[src/rtl/imem_loader.sv]
// Byte-stream program loader: assembles little-endian words into instruction memory
// and holds the core in reset until a load finishes with a matching XOR checksum.
module imem_loader #(
  parameter logic [31:0] BASE_ADDR   = 32'h0000_0000,
  parameter int unsigned DEPTH_WORDS = 256,
  parameter int unsigned CNT_WIDTH   = 16
) (
  input  logic                 clk,
  input  logic                 reset,
  input  logic                 start,
  input  logic                 byte_valid,
  input  logic [7:0]           byte_data,
  output logic                 byte_ready,
  output logic                 imem_we,
  output logic [31:0]          imem_addr,
  output logic [31:0]          imem_wdata,
  output logic                 cpu_hold,
  output logic                 busy,
  output logic                 done,
  output logic                 error,
  output logic [CNT_WIDTH-1:0] word_count
);

  typedef enum logic [2:0] {
    S_IDLE   = 3'd0,
    S_LEN_LO = 3'd1,
    S_LEN_HI = 3'd2,
    S_DATA   = 3'd3,
    S_WRITE  = 3'd4,
    S_CSUM   = 3'd5,
    S_DONE   = 3'd6,
    S_ERR    = 3'd7
  } state_t;

  localparam logic [CNT_WIDTH:0]   LP_DEPTH = (CNT_WIDTH + 1)'(DEPTH_WORDS);
  localparam logic [CNT_WIDTH-1:0] LP_ZERO  = CNT_WIDTH'(0);
  localparam logic [CNT_WIDTH-1:0] LP_ONE   = CNT_WIDTH'(1);

  state_t               r_state;
  logic [7:0]           r_len_lo;
  logic [CNT_WIDTH-1:0] r_len;
  logic [31:0]          r_asm;
  logic [1:0]           r_bcnt;
  logic [7:0]           r_csum;

  logic                 w_accept;
  logic [15:0]          w_len_raw;
  logic [CNT_WIDTH-1:0] w_len;
  logic                 w_len_too_big;
  logic [31:0]          w_asm;
  logic [CNT_WIDTH-1:0] w_wc_next;
  logic [31:0]          w_wr_addr;

  assign w_accept      = byte_valid & byte_ready;
  assign w_len_raw     = {byte_data, r_len_lo};
  assign w_len         = CNT_WIDTH'(w_len_raw);
  assign w_len_too_big = ({1'b0, w_len} > LP_DEPTH);
  // Bytes enter at the top so the first byte of a word ends up in bits [7:0].
  assign w_asm         = {byte_data, r_asm[31:8]};
  assign w_wc_next     = word_count + LP_ONE;
  assign w_wr_addr     = BASE_ADDR + (32'(word_count) << 2);

  // Loader FSM with all outputs registered alongside the state.
  always_ff @(posedge clk or negedge reset) begin
    if (!reset) begin
      r_state    <= S_IDLE;
      r_len_lo   <= 8'h00;
      r_len      <= LP_ZERO;
      r_asm      <= 32'h0000_0000;
      r_bcnt     <= 2'd0;
      r_csum     <= 8'h00;
      byte_ready <= 1'b0;
      imem_we    <= 1'b0;
      imem_addr  <= BASE_ADDR;
      imem_wdata <= 32'h0000_0000;
      cpu_hold   <= 1'b1;
      busy       <= 1'b0;
      done       <= 1'b0;
      error      <= 1'b0;
      word_count <= LP_ZERO;
    end else begin
      imem_we <= 1'b0;
      case (r_state)
        S_IDLE, S_DONE, S_ERR: begin
          if (start) begin
            r_state    <= S_LEN_LO;
            r_csum     <= 8'h00;
            r_bcnt     <= 2'd0;
            byte_ready <= 1'b1;
            busy       <= 1'b1;
            cpu_hold   <= 1'b1;
            done       <= 1'b0;
            error      <= 1'b0;
            word_count <= LP_ZERO;
          end else begin
            r_state <= r_state;
          end
        end
        S_LEN_LO: begin
          if (w_accept) begin
            r_len_lo <= byte_data;
            r_state  <= S_LEN_HI;
          end else begin
            r_state <= S_LEN_LO;
          end
        end
        S_LEN_HI: begin
          if (w_accept) begin
            r_len <= w_len;
            if (w_len == LP_ZERO) begin
              r_state <= S_CSUM;
            end else if (w_len_too_big) begin
              r_state    <= S_ERR;
              byte_ready <= 1'b0;
              busy       <= 1'b0;
              error      <= 1'b1;
            end else begin
              r_state <= S_DATA;
            end
          end else begin
            r_state <= S_LEN_HI;
          end
        end
        S_DATA: begin
          if (w_accept) begin
            r_asm  <= w_asm;
            r_csum <= r_csum ^ byte_data;
            r_bcnt <= r_bcnt + 2'd1;
            if (r_bcnt == 2'd3) begin
              r_state    <= S_WRITE;
              byte_ready <= 1'b0;
              imem_we    <= 1'b1;
              imem_addr  <= w_wr_addr;
              imem_wdata <= w_asm;
            end else begin
              r_state <= S_DATA;
            end
          end else begin
            r_state <= S_DATA;
          end
        end
        S_WRITE: begin
          word_count <= w_wc_next;
          byte_ready <= 1'b1;
          if (w_wc_next < r_len) begin
            r_state <= S_DATA;
          end else begin
            r_state <= S_CSUM;
          end
        end
        S_CSUM: begin
          if (w_accept) begin
            byte_ready <= 1'b0;
            busy       <= 1'b0;
            if (byte_data == r_csum) begin
              r_state  <= S_DONE;
              done     <= 1'b1;
              cpu_hold <= 1'b0;
            end else begin
              r_state <= S_ERR;
              error   <= 1'b1;
            end
          end else begin
            r_state <= S_CSUM;
          end
        end
        default: begin
          r_state    <= S_IDLE;
          byte_ready <= 1'b0;
          busy       <= 1'b0;
          cpu_hold   <= 1'b1;
        end
      endcase
    end
  end

endmodule

[config.mk]
export PLATFORM = sky130hd
export DESIGN_NAME = imem_loader
export DESIGN_NICKNAME = d
export VERILOG_FILES = /design/src/rtl/imem_loader.sv
export SDC_FILE = /design/constraint.sdc
export NUM_CORES = 1
export LEC_CHECK = 0
export ABC_CLOCK_PERIOD_IN_PS = 3000
export BUFFER_PORTS_ARGS = -buffer_cell sky130_fd_sc_hd__buf_2
export CELL_PAD_IN_SITES_DETAIL_PLACEMENT = 0
export CELL_PAD_IN_SITES_GLOBAL_PLACEMENT = 1
export CORE_ASPECT_RATIO = 2
export CORE_MARGIN = 2
export CORE_UTILIZATION = 42
export DETAILED_ROUTE_END_ITERATION = 10
export PLACE_DENSITY_LB_ADDON = 0.1
export SETUP_SLACK_MARGIN = 0.4
export SYNTH_ARGS = -nofsm -noshare
export SYNTH_HDL_FRONTEND = slang
export SYNTH_SLANG_ARGS = --single-unit
[constraint.sdc]
create_clock -name clk -period 3 [get_ports clk]
set_input_delay 0.6 -clock clk [delete_from_list [all_inputs] [get_ports clk]]
set_output_delay 0.6 -clock clk [all_outputs]
set_load 0.02 [all_outputs]
==> results of run 1 <==
==> registers in the layout (all words and copies together) (netlist names) <==
signal / flops
word_count: 16
done: 1
r_len_lo: 8
imem_addr: 16
r_asm: 24
imem_we: 1
r_len: 16
busy: 1
r_bcnt: 2
r_csum: 8
error: 1
byte_ready: 1
cpu_hold: 1
imem_wdata: 32
r_state: 3
==> kinds of logic after synthesis <==
group / Yosys count / synth area share
adders and majority gates: 17 / 0.0346
AOI/OAI and AO/OA: 88 / 0.0865
muxes: 73 / 0.134
DFF: 131 / 0.534
and+or+nand+nor: 166 / 0.128
other: 1 / 0.000610
xor gates and xnor gates: 22 / 0.0314
buffers and inverters: 64 / 0.0519
==> cells in the final DEF (no fill, tap or decap), types with 9 or more instances in the layout <==
cell / netlist / routed
clkbuf_16: 0 / 17
nand3_1: 11 / 10
nand2_1: 99 / 97
xor2_1: 11 / 11
dfrtp_2: 0 / 9
mux2_2: 69 / 69
dfrtp_1: 130 / 121
nor2_1: 21 / 20
a21oi_1: 19 / 17
buf_4: 17 / 23
conb_1: 1 / 16
xnor2_1: 11 / 9
o21ai_0: 36 / 34
ha_1: 17 / 16
inv_1: 22 / 22
buf_2: 12 / 80
==> worst max path at each step <==
stage	to	slack [ns]	cells after the start
final	r_state[1]	0.42	11
after global routing	r_state[1]	0.28	12
after CTS	r_state[1]	0.39	12
after detailed placement	r_state[1]	0.17	12
after global placement	r_state[1]	0.25	12
after floorplan	r_state[1]	0.39	10
==> timing repair <==
| item | CTS | global route |
|---|---|---|
| buffers inserted | 10 | 1 |
| pin swaps | 5 | 1 |
| hold buffers | 0 | 0 |
| setup endpoints to repair | 2 | 2 |
| hold endpoints to repair | 0 | 0 |
| resized for setup | 10 | 8 |
==> final cells by class <==
cell class	count	area share
inverters	23	0.0115
well taps	192	0.0321
clock buffers	17	0.0568
repair buffers	106	0.0822
multi-input cells	382	0.357
clock inverters	14	0.0204
flip-flops and latches	131	0.440
==> metrics by stage <==
| stage | area [um2] | std cells |
|---|---|---|
| 6_report | 7490 | 865 |
| 2_1_floorplan | 6220 | 577 |
| 5_1_grt | 7490 | 865 |
| 3_3_place_gp | 6770 | 823 |
| 4_1_cts | 7460 | 864 |
| 3_5_place_dp | 6770 | 823 |
==> per-layer routing <==
layer	share of wire	wire, um
met3	0.028	382
met2	0.57	7700
met5	0	0
met4	0.021	286
met1	0.38	5230
==> where the power goes <==
part           switching [W]  total (W)  internal, W  leakage (nW)
sequential          0.000424    0.00277      0.00234          1.70
combinational        0.00110    0.00192     0.000827          1.84
clock               0.000803    0.00203      0.00123         0.284
total                0.00232    0.00672      0.00440          3.83
==> worst max-delay path, stage by stage (launching register included) <==
cell	delay (ns)
dfrtp_2	0.39
nand3_4	0.11
nor4_4	0.27
buf_6	0.17
nand3_2	0.11
xnor2_2	0.16
ha_1	0.32
and4_4	0.23
o211ai_1	0.07
or4_1	0.42
nand3_2	0.11
o21ai_0	0.07
==> flow_metrics.py, run 1 <==
metrics = {
    "sta": {
        "finalSetupViolCount": 0,
        "slew_headroom": 0.584,
        "fin_skew_ns": 0.00840,
        "worst_slew_pin_slew_ns": 0.624,
        "hold_viol": 0,
        "fin_worst_hold_slack_ns": 0.134,
        "worst_slack_ns": 0.423,
        "maxSlewViolCount": 0,
        "rsz0062_at_grt": "true",
        "finalCriticalPeriod_ns": 2.58,
        "fmax_ghz": 0.388,
        "period_share": 0.859,
        "setup_tns_ns": 0,
    },
    "placed_design": {
        "gp_congestion": 0.792,
        "dp_hpwl_mm": 9.62,
        "portBuffers": 81,
        "pre_cts_ws_ns": 0.168,
    },
    "drt": {
        "drt-pass1-iter-count": 4,
        "drt_iter0_markers": 138,
        "antenna_left": 0,
        "route.detailed.drc": 0,
        "viasPerCell": 5.08,
        "vias": 4392,
        "wirelength_mm": 13.6,
        "detail_route.wl_per_cell_um": 15.7,
    },
    "critical_path": {
        "crit_arrival_ns": 2.85,
        "endpoint_kind": "flop",
        "worst_ep_required_time_ns": 3.27,
        "cp-start-kind": "flop",
        "r2r_end": "r_state[1]",
        "rrSetupSlack_ns": 0.42,
        "rr_worst_depth": 11,
        "crit_path_start": "word_count[4]",
        "path_max_fanout": 7,
        "critical_path_class": "reg -> reg",
        "rr_startpoint": "word_count[4]",
    },
    "logic_synthesis": {
        "synth_ff_type": "dfrtp_1",
        "synth_edf_count": 0,
        "ys_seq_area_frac": 0.534,
        "yosysWarnings": 0,
        "syn-cell-area_um2": 6140,
        "synth_cell_types": 52,
        "yosys-top-cells-count": "dfrtp_1, nand2_1, mux2_2, o21ai_0, inv_1",
        "ys_async_sr_fraction": 1.00,
        "synth_most_common_cell": "dfrtp_1",
        "synth-seq-cells": 131,
        "synthTopCellsByArea": "dfrtp_1, mux2_2, nand2_1, ha_1, o21ai_0",
        "synth_top_area_share": 0.529,
        "synth_top_area_cell": "dfrtp_1",
        "syn_avg_cell_area_um2": 10.9,
        "syn_inst": 562,
    },
    "finish": {
        "layout-drive-gt1-share": 0.357,
        "final_net_count": 690,
        "fill_cells": 1301,
        "multiInputGateArea_um2": 2680,
        "area_delta_synth_final_pct": 21.8,
        "seq_area_um2": 3290,
        "antennaDiodeCount": 0,
        "fin_util": 0.522,
    },
    "pwr": {
        "power_w": 0.00672,
        "power-per-cell-area_nw_per_um2": 898,
        "leakage_nw": 3.83,
        "ir_drop_mv": 0.568,
    },
    "grt": {
        "met3_usage": 0.0411,
        "grt_max_degree": 68,
        "met2_usage": 0.340,
        "use_met1": 0.204,
        "antenna_found_initial": 0,
        "busiest_layer": "met2",
        "grt_pass1_vias": 4506,
        "grt_pass1_wl_mm": 22.6,
        "grt_use_total": 0.187,
        "grt_overflow": 0,
    },
    "floorplanning": {
        "rows": 62,
        "ios": 98,
        "die_height_um": 175,
        "die-area_um2": 15700,
        "design.core.area_um2": 14400,
        "start_util": 0.428,
        "die_w_um": 89.5,
    },
    "job": {
        "maxCapViolCount": 0,
    },
    "clock_tree": {
        "worstSkewPairLatency_ns": 0.41,
        "cts.sinks": 131,
        "cts_root_buffer": "clkbuf_16",
        "cts_tree": "done",
        "clk_pin_slew_ns": 0.06,
        "clk_path_buf_depth": 2,
        "htree_levels": 4,
        "numCtsBuffers": 17,
    },
    "min_path": {
        "worstHoldPathType": "in -> async",
    },
    "status": {
        "status": "finished clean",
    },
}
Power figures use the tool's default switching activity.
==> inputs of run 2 (changes only) <==
--- a/config.mk
+++ b/config.mk
@@ -5,7 +5,7 @@
 export SDC_FILE = /design/constraint.sdc
 export NUM_CORES = 1
 export LEC_CHECK = 0
-export ABC_CLOCK_PERIOD_IN_PS = 3000
+export ABC_CLOCK_PERIOD_IN_PS = 2910
 export BUFFER_PORTS_ARGS = -buffer_cell sky130_fd_sc_hd__buf_2
 export CELL_PAD_IN_SITES_DETAIL_PLACEMENT = 0
 export CELL_PAD_IN_SITES_GLOBAL_PLACEMENT = 1
==> constraint.sdc (replaced) <==
create_clock -name clk -period 2.91 [get_ports clk]
set_input_delay 0.582 -clock clk [delete_from_list [all_inputs] [get_ports clk]]
set_output_delay 0.582 -clock clk [all_outputs]
set_load 0.02 [all_outputs]
==> run 2 against run 1 <==
Net effect: final area increased by 1.5%; sequential share of layout area fell by 0.67 points; critical path depth stayed put; critical endpoint unchanged.
==> flow_metrics.py, run 2 (synthesis results as in run 1) <==
metrics = {
    "status": {
        "status": "finished clean",
    },
    "critical_path": {
        "endpoint_kind": "flop",
        "worst_ep_required_time_ns": 3.19,
        "path_cells": "nand3_4 -> nor4_4 -> buf_6 -> nand3_2 -> xnor2_1 -> ha_1 -> and4_4 -> o211ai_1 -> or4_1 -> nand3_2 -> o21ai_1",
        "cp_common_cell": "nand3_2",
        "cpPeakStageDelay_ns": 0.42,
        "critical_path_class": "reg -> reg",
        "path_depth": 11,
        "crit_buf_inv": 1,
        "slowest_stage": "or4_1",
        "crit_path_start": "word_count[6]",
        "rr_worst_depth": 11,
        "cp-start-kind": "flop",
        "path_max_fanout": 5,
        "rr_startpoint": "word_count[6]",
        "crit_arrival_ns": 2.85,
        "cp_top_family": "simple AND/OR/NAND/NOR gates",
    },
    "grt": {
        "grt_pass1_vias": 4636,
        "grt_use_total": 0.190,
        "grt_max_degree": 73,
        "grt_overflow": 0,
        "grt_pass1_wl_mm": 22.8,
        "antenna_found_initial": 0,
    },
    "sta": {
        "slew_headroom": 0.538,
        "hold_viol": 0,
        "fin_skew_ns": 0.00990,
        "fmax_ghz": 0.389,
        "setup_tns_ns": 0,
        "maxSlewViolCount": 0,
        "worst_slew_pin_slew_ns": 0.693,
        "finalCriticalPeriod_ns": 2.57,
        "finalSetupViolCount": 0,
        "rsz0062_at_grt": "true",
        "period_share": 0.884,
    },
    "finish": {
        "layout-drive-gt1-share": 0.353,
        "final_cell_mix": "dfrtp_1, nand2_1, buf_2, mux2_2, o21ai_0",
        "mostFrequentLayoutCell": "dfrtp_1",
        "final_net_count": 696,
        "fin_util": 0.530,
        "stdcell_area_um2": 7600,
        "fill_cells": 1344,
        "reg.largest.list": "imem_wdata: 32 flops, r_asm: 24 flops",
        "fin_cells": 872,
        "multiInputGateArea_um2": 2670,
        "area_delta_synth_final_pct": 23.7,
        "top_register": "imem_wdata",
        "antennaDiodeCount": 0,
        "seq_area_um2": 3290,
        "largest_register_ffs": 32,
    },
    "clock_tree": {
        "cts_tree": "done",
        "cts.sinks": 131,
        "clk_pin_slew_ns": 0.06,
        "worstSkewPairLatency_ns": 0.42,
        "hold_buffers": 0,
        "numCtsBuffers": 17,
        "clk_path_buf_depth": 2,
        "htree_levels": 4,
        "cts_root_buffer": "clkbuf_16",
    },
    "floorplanning": {
        "design.core.area_um2": 14400,
        "die-area_um2": 15700,
        "die_height_um": 175,
        "ios": 98,
        "rows": 62,
        "die_w_um": 89.5,
        "start_util": 0.428,
    },
    "pwr": {
        "clkPwrFrac": 0.323,
        "power_w": 0.00717,
        "power-per-cell-area_nw_per_um2": 943,
        "switching_share": 0.336,
        "ir_drop_mv": 0.507,
        "switchingPower_w": 0.00241,
        "p_int_w": 0.00476,
        "pwr-share-seq": 0.396,
        "leakage_nw": 3.89,
        "combPwrFrac": 0.281,
    },
    "placed_design": {
        "portBuffers": 81,
        "dp_hpwl_mm": 9.63,
        "place_area_um2": 6810,
        "dpl.cell_count": 827,
        "gp_congestion": 0.790,
    },
    "drt": {
        "vias": 4419,
        "drt-pass1-iter-count": 4,
        "wirelength_mm": 13.8,
        "viasPerCell": 5.07,
        "antenna_left": 0,
        "drt_iter0_markers": 237,
        "detail_route.wl_per_cell_um": 15.8,
        "route.detailed.drc": 0,
    },
    "min_path": {
        "worstHoldPathType": "in -> async",
    },
    "job": {
        "maxCapViolCount": 0,
    },
}
[run 2: cell types whose count changed in the layout (fill, tap and decap cells not counted), sizes merged]
cell,previous run,this run
clkinv,7,4
bufinv,2,4
clkbuf,17,19
buf,106,112
clkinvlp,1,0
inv,27,28
[run 2: worst reg2reg max path: stages, from the launching register on]
cell	delay (ns)
dfrtp_1	0.38
nand3_4	0.11
nor4_4	0.29
buf_6	0.18
nand3_2	0.10
xnor2_1	0.15
ha_1	0.32
and4_4	0.23
o211ai_1	0.08
or4_1	0.42
nand3_2	0.12
o21ai_1	0.07
[run 2: routing by layer]
metal | global-route usage | up-vias | routed length, um
li1 | - | 2111 | -
met1 | 0.210 | 2187 | 5270
met2 | 0.330 | 91 | 7640
met3 | 0.0496 | 30 | 469
met4 | 0.0858 | 0 | 414
met5 | 0 | - | 0
[run 2: through the flow]
stage / hold slack, ns / worst slack (ns)
after floorplan: 0.286 / 0.307
after global placement: 0.461 / 0.185
after detailed placement: 0.460 / 0.131
after CTS: 0.192 / 0.338
after global routing: 0.213 / 0.218
final: 0.149 / 0.338
[run 2: worst paths after layout]
kind	slack (ns)	end
max	0.34	r_state[1]
min	0.15	imem_addr[12]
max reg2reg	0.34	r_state[1]
min reg2reg	0.48	r_asm[13]
max in group asynchronous	2.05	r_len[4]
min in group clk	0.48	r_asm[13]
[run 2: cell type report]
type                       instances  area share
sequential                       131       0.433
multi-input combinational        382       0.351
timing repair buffer             112      0.0886
clock buffer                      19      0.0583
tap                              192      0.0316
clock inverter                    13      0.0260
inverter                          23      0.0114
[run 2: power by group through the flow]
stage               registers, W  logic (W)  clock network, W
floorplan                0.00297    0.00126                 0
global placement         0.00285    0.00197                 0
detailed placement       0.00287    0.00202                 0
CTS                      0.00284    0.00206           0.00237
global route             0.00292    0.00228           0.00245
finish                   0.00284    0.00202           0.00231
[run 2: repair_timing]
| item | CTS | global route |
|---|---|---|
| resized for setup | 10 | 3 |
| setup buffers | 11 | 2 |
| endpoints found under the setup margin | 2 | 2 |
| pin swaps | 6 | 1 |
| cloned | 0 | 0 |
==> inputs of run 3 (changes only) <==
--- a/config.mk
+++ b/config.mk
@@ -14,7 +14,6 @@
 export CORE_UTILIZATION = 42
 export DETAILED_ROUTE_END_ITERATION = 10
 export PLACE_DENSITY_LB_ADDON = 0.1
-export SETUP_SLACK_MARGIN = 0.4
 export SYNTH_ARGS = -nofsm -noshare
 export SYNTH_HDL_FRONTEND = slang
 export SYNTH_SLANG_ARGS = --single-unit
==> run 3 against run 2 <==
Net effect: via count is 0.36% higher; clock skew decreased by 0.00061 ns; flip-flop and latch count unchanged; final area down 1.1%; fmax decreased by 6.6%; non-clock buffer count is 4 higher; register-to-register slack lost 0.18 ns; largest power group unchanged; highest routed layer unchanged.
==> flow_metrics.py, run 3 (synthesis results as in run 1) <==
metrics = {
    "drt": {
        "viasPerCell": 5.06,
        "drt_iter0_markers": 182,
        "antenna_left": 0,
        "detail_route.wl_per_cell_um": 15.4,
        "wirelength_mm": 13.5,
        "vias": 4435,
        "drt-pass1-iter-count": 6,
        "route.detailed.drc": 0,
    },
    "sta": {
        "period_share": 0.946,
        "fmax_ghz": 0.363,
        "setup_tns_ns": 0,
        "rsz0062_at_grt": "false",
        "finalCriticalPeriod_ns": 2.75,
        "finalSetupViolCount": 0,
        "hold_viol": 0,
        "maxSlewViolCount": 0,
        "worst_slack_ns": 0.158,
        "slew_headroom": 0.569,
        "fin_skew_ns": 0.00929,
        "worst_slew_pin_slew_ns": 0.646,
    },
    "clock_tree": {
        "cts.sinks": 131,
        "cts_tree": "done",
        "cts_root_buffer": "clkbuf_16",
        "hold_buffers": 0,
        "clk_pin_slew_ns": 0.06,
        "htree_levels": 4,
        "worstSkewPairLatency_ns": 0.41,
        "clk_path_buf_depth": 2,
        "numCtsBuffers": 17,
    },
    "status": {
        "status": "finished clean",
    },
    "placed_design": {
        "dp_hpwl_mm": 9.76,
        "portBuffers": 81,
        "gp_congestion": 0.809,
        "pre_cts_ws_ns": 0.0444,
        "dpl.cell_count": 838,
    },
    "finish": {
        "largest_register_ffs": 32,
        "final_net_count": 700,
        "layout-drive-gt1-share": 0.342,
        "fin_cells": 876,
        "antennaDiodeCount": 0,
        "fin_util": 0.524,
        "reg.largest.list": "imem_wdata: 32 flops, r_asm: 24 flops",
        "final_cell_mix": "dfrtp_1, nand2_1, buf_2, mux2_2, o21ai_0",
        "mostFrequentLayoutCell": "dfrtp_1",
        "area_delta_synth_final_pct": 22.4,
        "top_register": "imem_wdata",
    },
    "floorplanning": {
        "design.core.area_um2": 14400,
        "die-area_um2": 15700,
        "start_util": 0.428,
        "die_w_um": 89.5,
        "ios": 98,
        "die_height_um": 175,
        "rows": 62,
    },
    "critical_path": {
        "cp-start-kind": "flop",
        "rrSetupSlack_ns": 0.16,
        "crit_arrival_ns": 3.04,
        "worst_ep_required_time_ns": 3.20,
        "critical_path_class": "reg -> reg",
        "path_max_fanout": 8,
        "endpoint_kind": "flop",
    },
    "job": {
        "maxCapViolCount": 0,
    },
    "grt": {
        "grt_overflow": 0,
        "busiest_layer": "met2",
        "met3_usage": 0.0368,
        "antenna_found_initial": 0,
        "grt_max_degree": 70,
        "use_met1": 0.200,
        "grt_pass1_wl_mm": 22.3,
        "grt_use_total": 0.183,
        "met2_usage": 0.332,
        "grt_pass1_vias": 4564,
    },
    "pwr": {
        "leakage_nw": 3.87,
        "ir_drop_mv": 0.531,
        "power-per-cell-area_nw_per_um2": 928,
    },
    "min_path": {
        "worstHoldPathType": "in -> async",
    },
}
## run 3: changes by cell type in the layout (fill, tap and decap cells not counted), sizes merged
cell / delta
clkinvlp: +4
inv: -1
buf: +4
bufinv: -2
clkinv: -1
## run 3: worst paths after layout
check	startpoint	depth (start not counted)	endpoint
min reg2reg	r_asm[12]	2	r_asm[12]
max reg2reg	word_count[4]	11	r_state[2]
max in group asynchronous	reset	2	r_len[11]
max	word_count[4]	11	r_state[2]
min in group clk	r_asm[12]	2	r_asm[12]
min	reset	1	imem_addr[13]
## run 3: layer usage
layer / part of all wire / routed length, um
met2: 0.56 / 7610
met5: 0 / 0
met1: 0.38 / 5180
met4: 0.022 / 299
met3: 0.029 / 387
## run 3: where the power goes
group	total, W	switching [W]	leakage, nW	internal [W]
clock	0.00214	0.000818	0.283	0.00132
combinational	0.00200	0.00114	1.87	0.000861
sequential	0.00284	0.000427	1.72	0.00242
## run 3: timing repair
action | in CTS | in global routing
buffers inserted | 0 | 6
setup endpoints to repair | 0 | 2
hold endpoints to repair | 0 | 0
gates resized for setup | 0 | 6
## run 3: through the flow
stage	power [W]	instance area [um2]	hold WS [ns]
2_1_floorplan	0.00422	6200	0.286
3_3_place_gp	0.00482	6850	0.459
3_5_place_dp	0.00488	6850	0.464
4_1_cts	0.00705	7450	0.187
5_1_grt	0.00743	7520	0.214
6_report	0.00698	7520	0.147
## run 3: final cells by class
| type | instances | area, um2 |
|---|---|---|
| fill | 1348 | 6830 |
| inverter | 23 | 86.3 |
| clock buffer | 19 | 453 |
| multi-input combinational | 382 | 2630 |
| clock inverter | 13 | 148 |
| tap | 192 | 240 |
| timing repair buffer | 116 | 678 |
| sequential | 131 | 3280 |
## run 3: critical path, stage by stage, from the launching register on
cell and delay [ns]:
dfrtp_1 0.39, nand3_4 0.12, nor4_4 0.32, buf_6 0.18, nand3_2 0.10, xnor2_1 0.15, ha_1 0.34, and4_4 0.21
buf_4 0.13, a21oi_1 0.15, nand3_2 0.12, a2111o_1 0.42
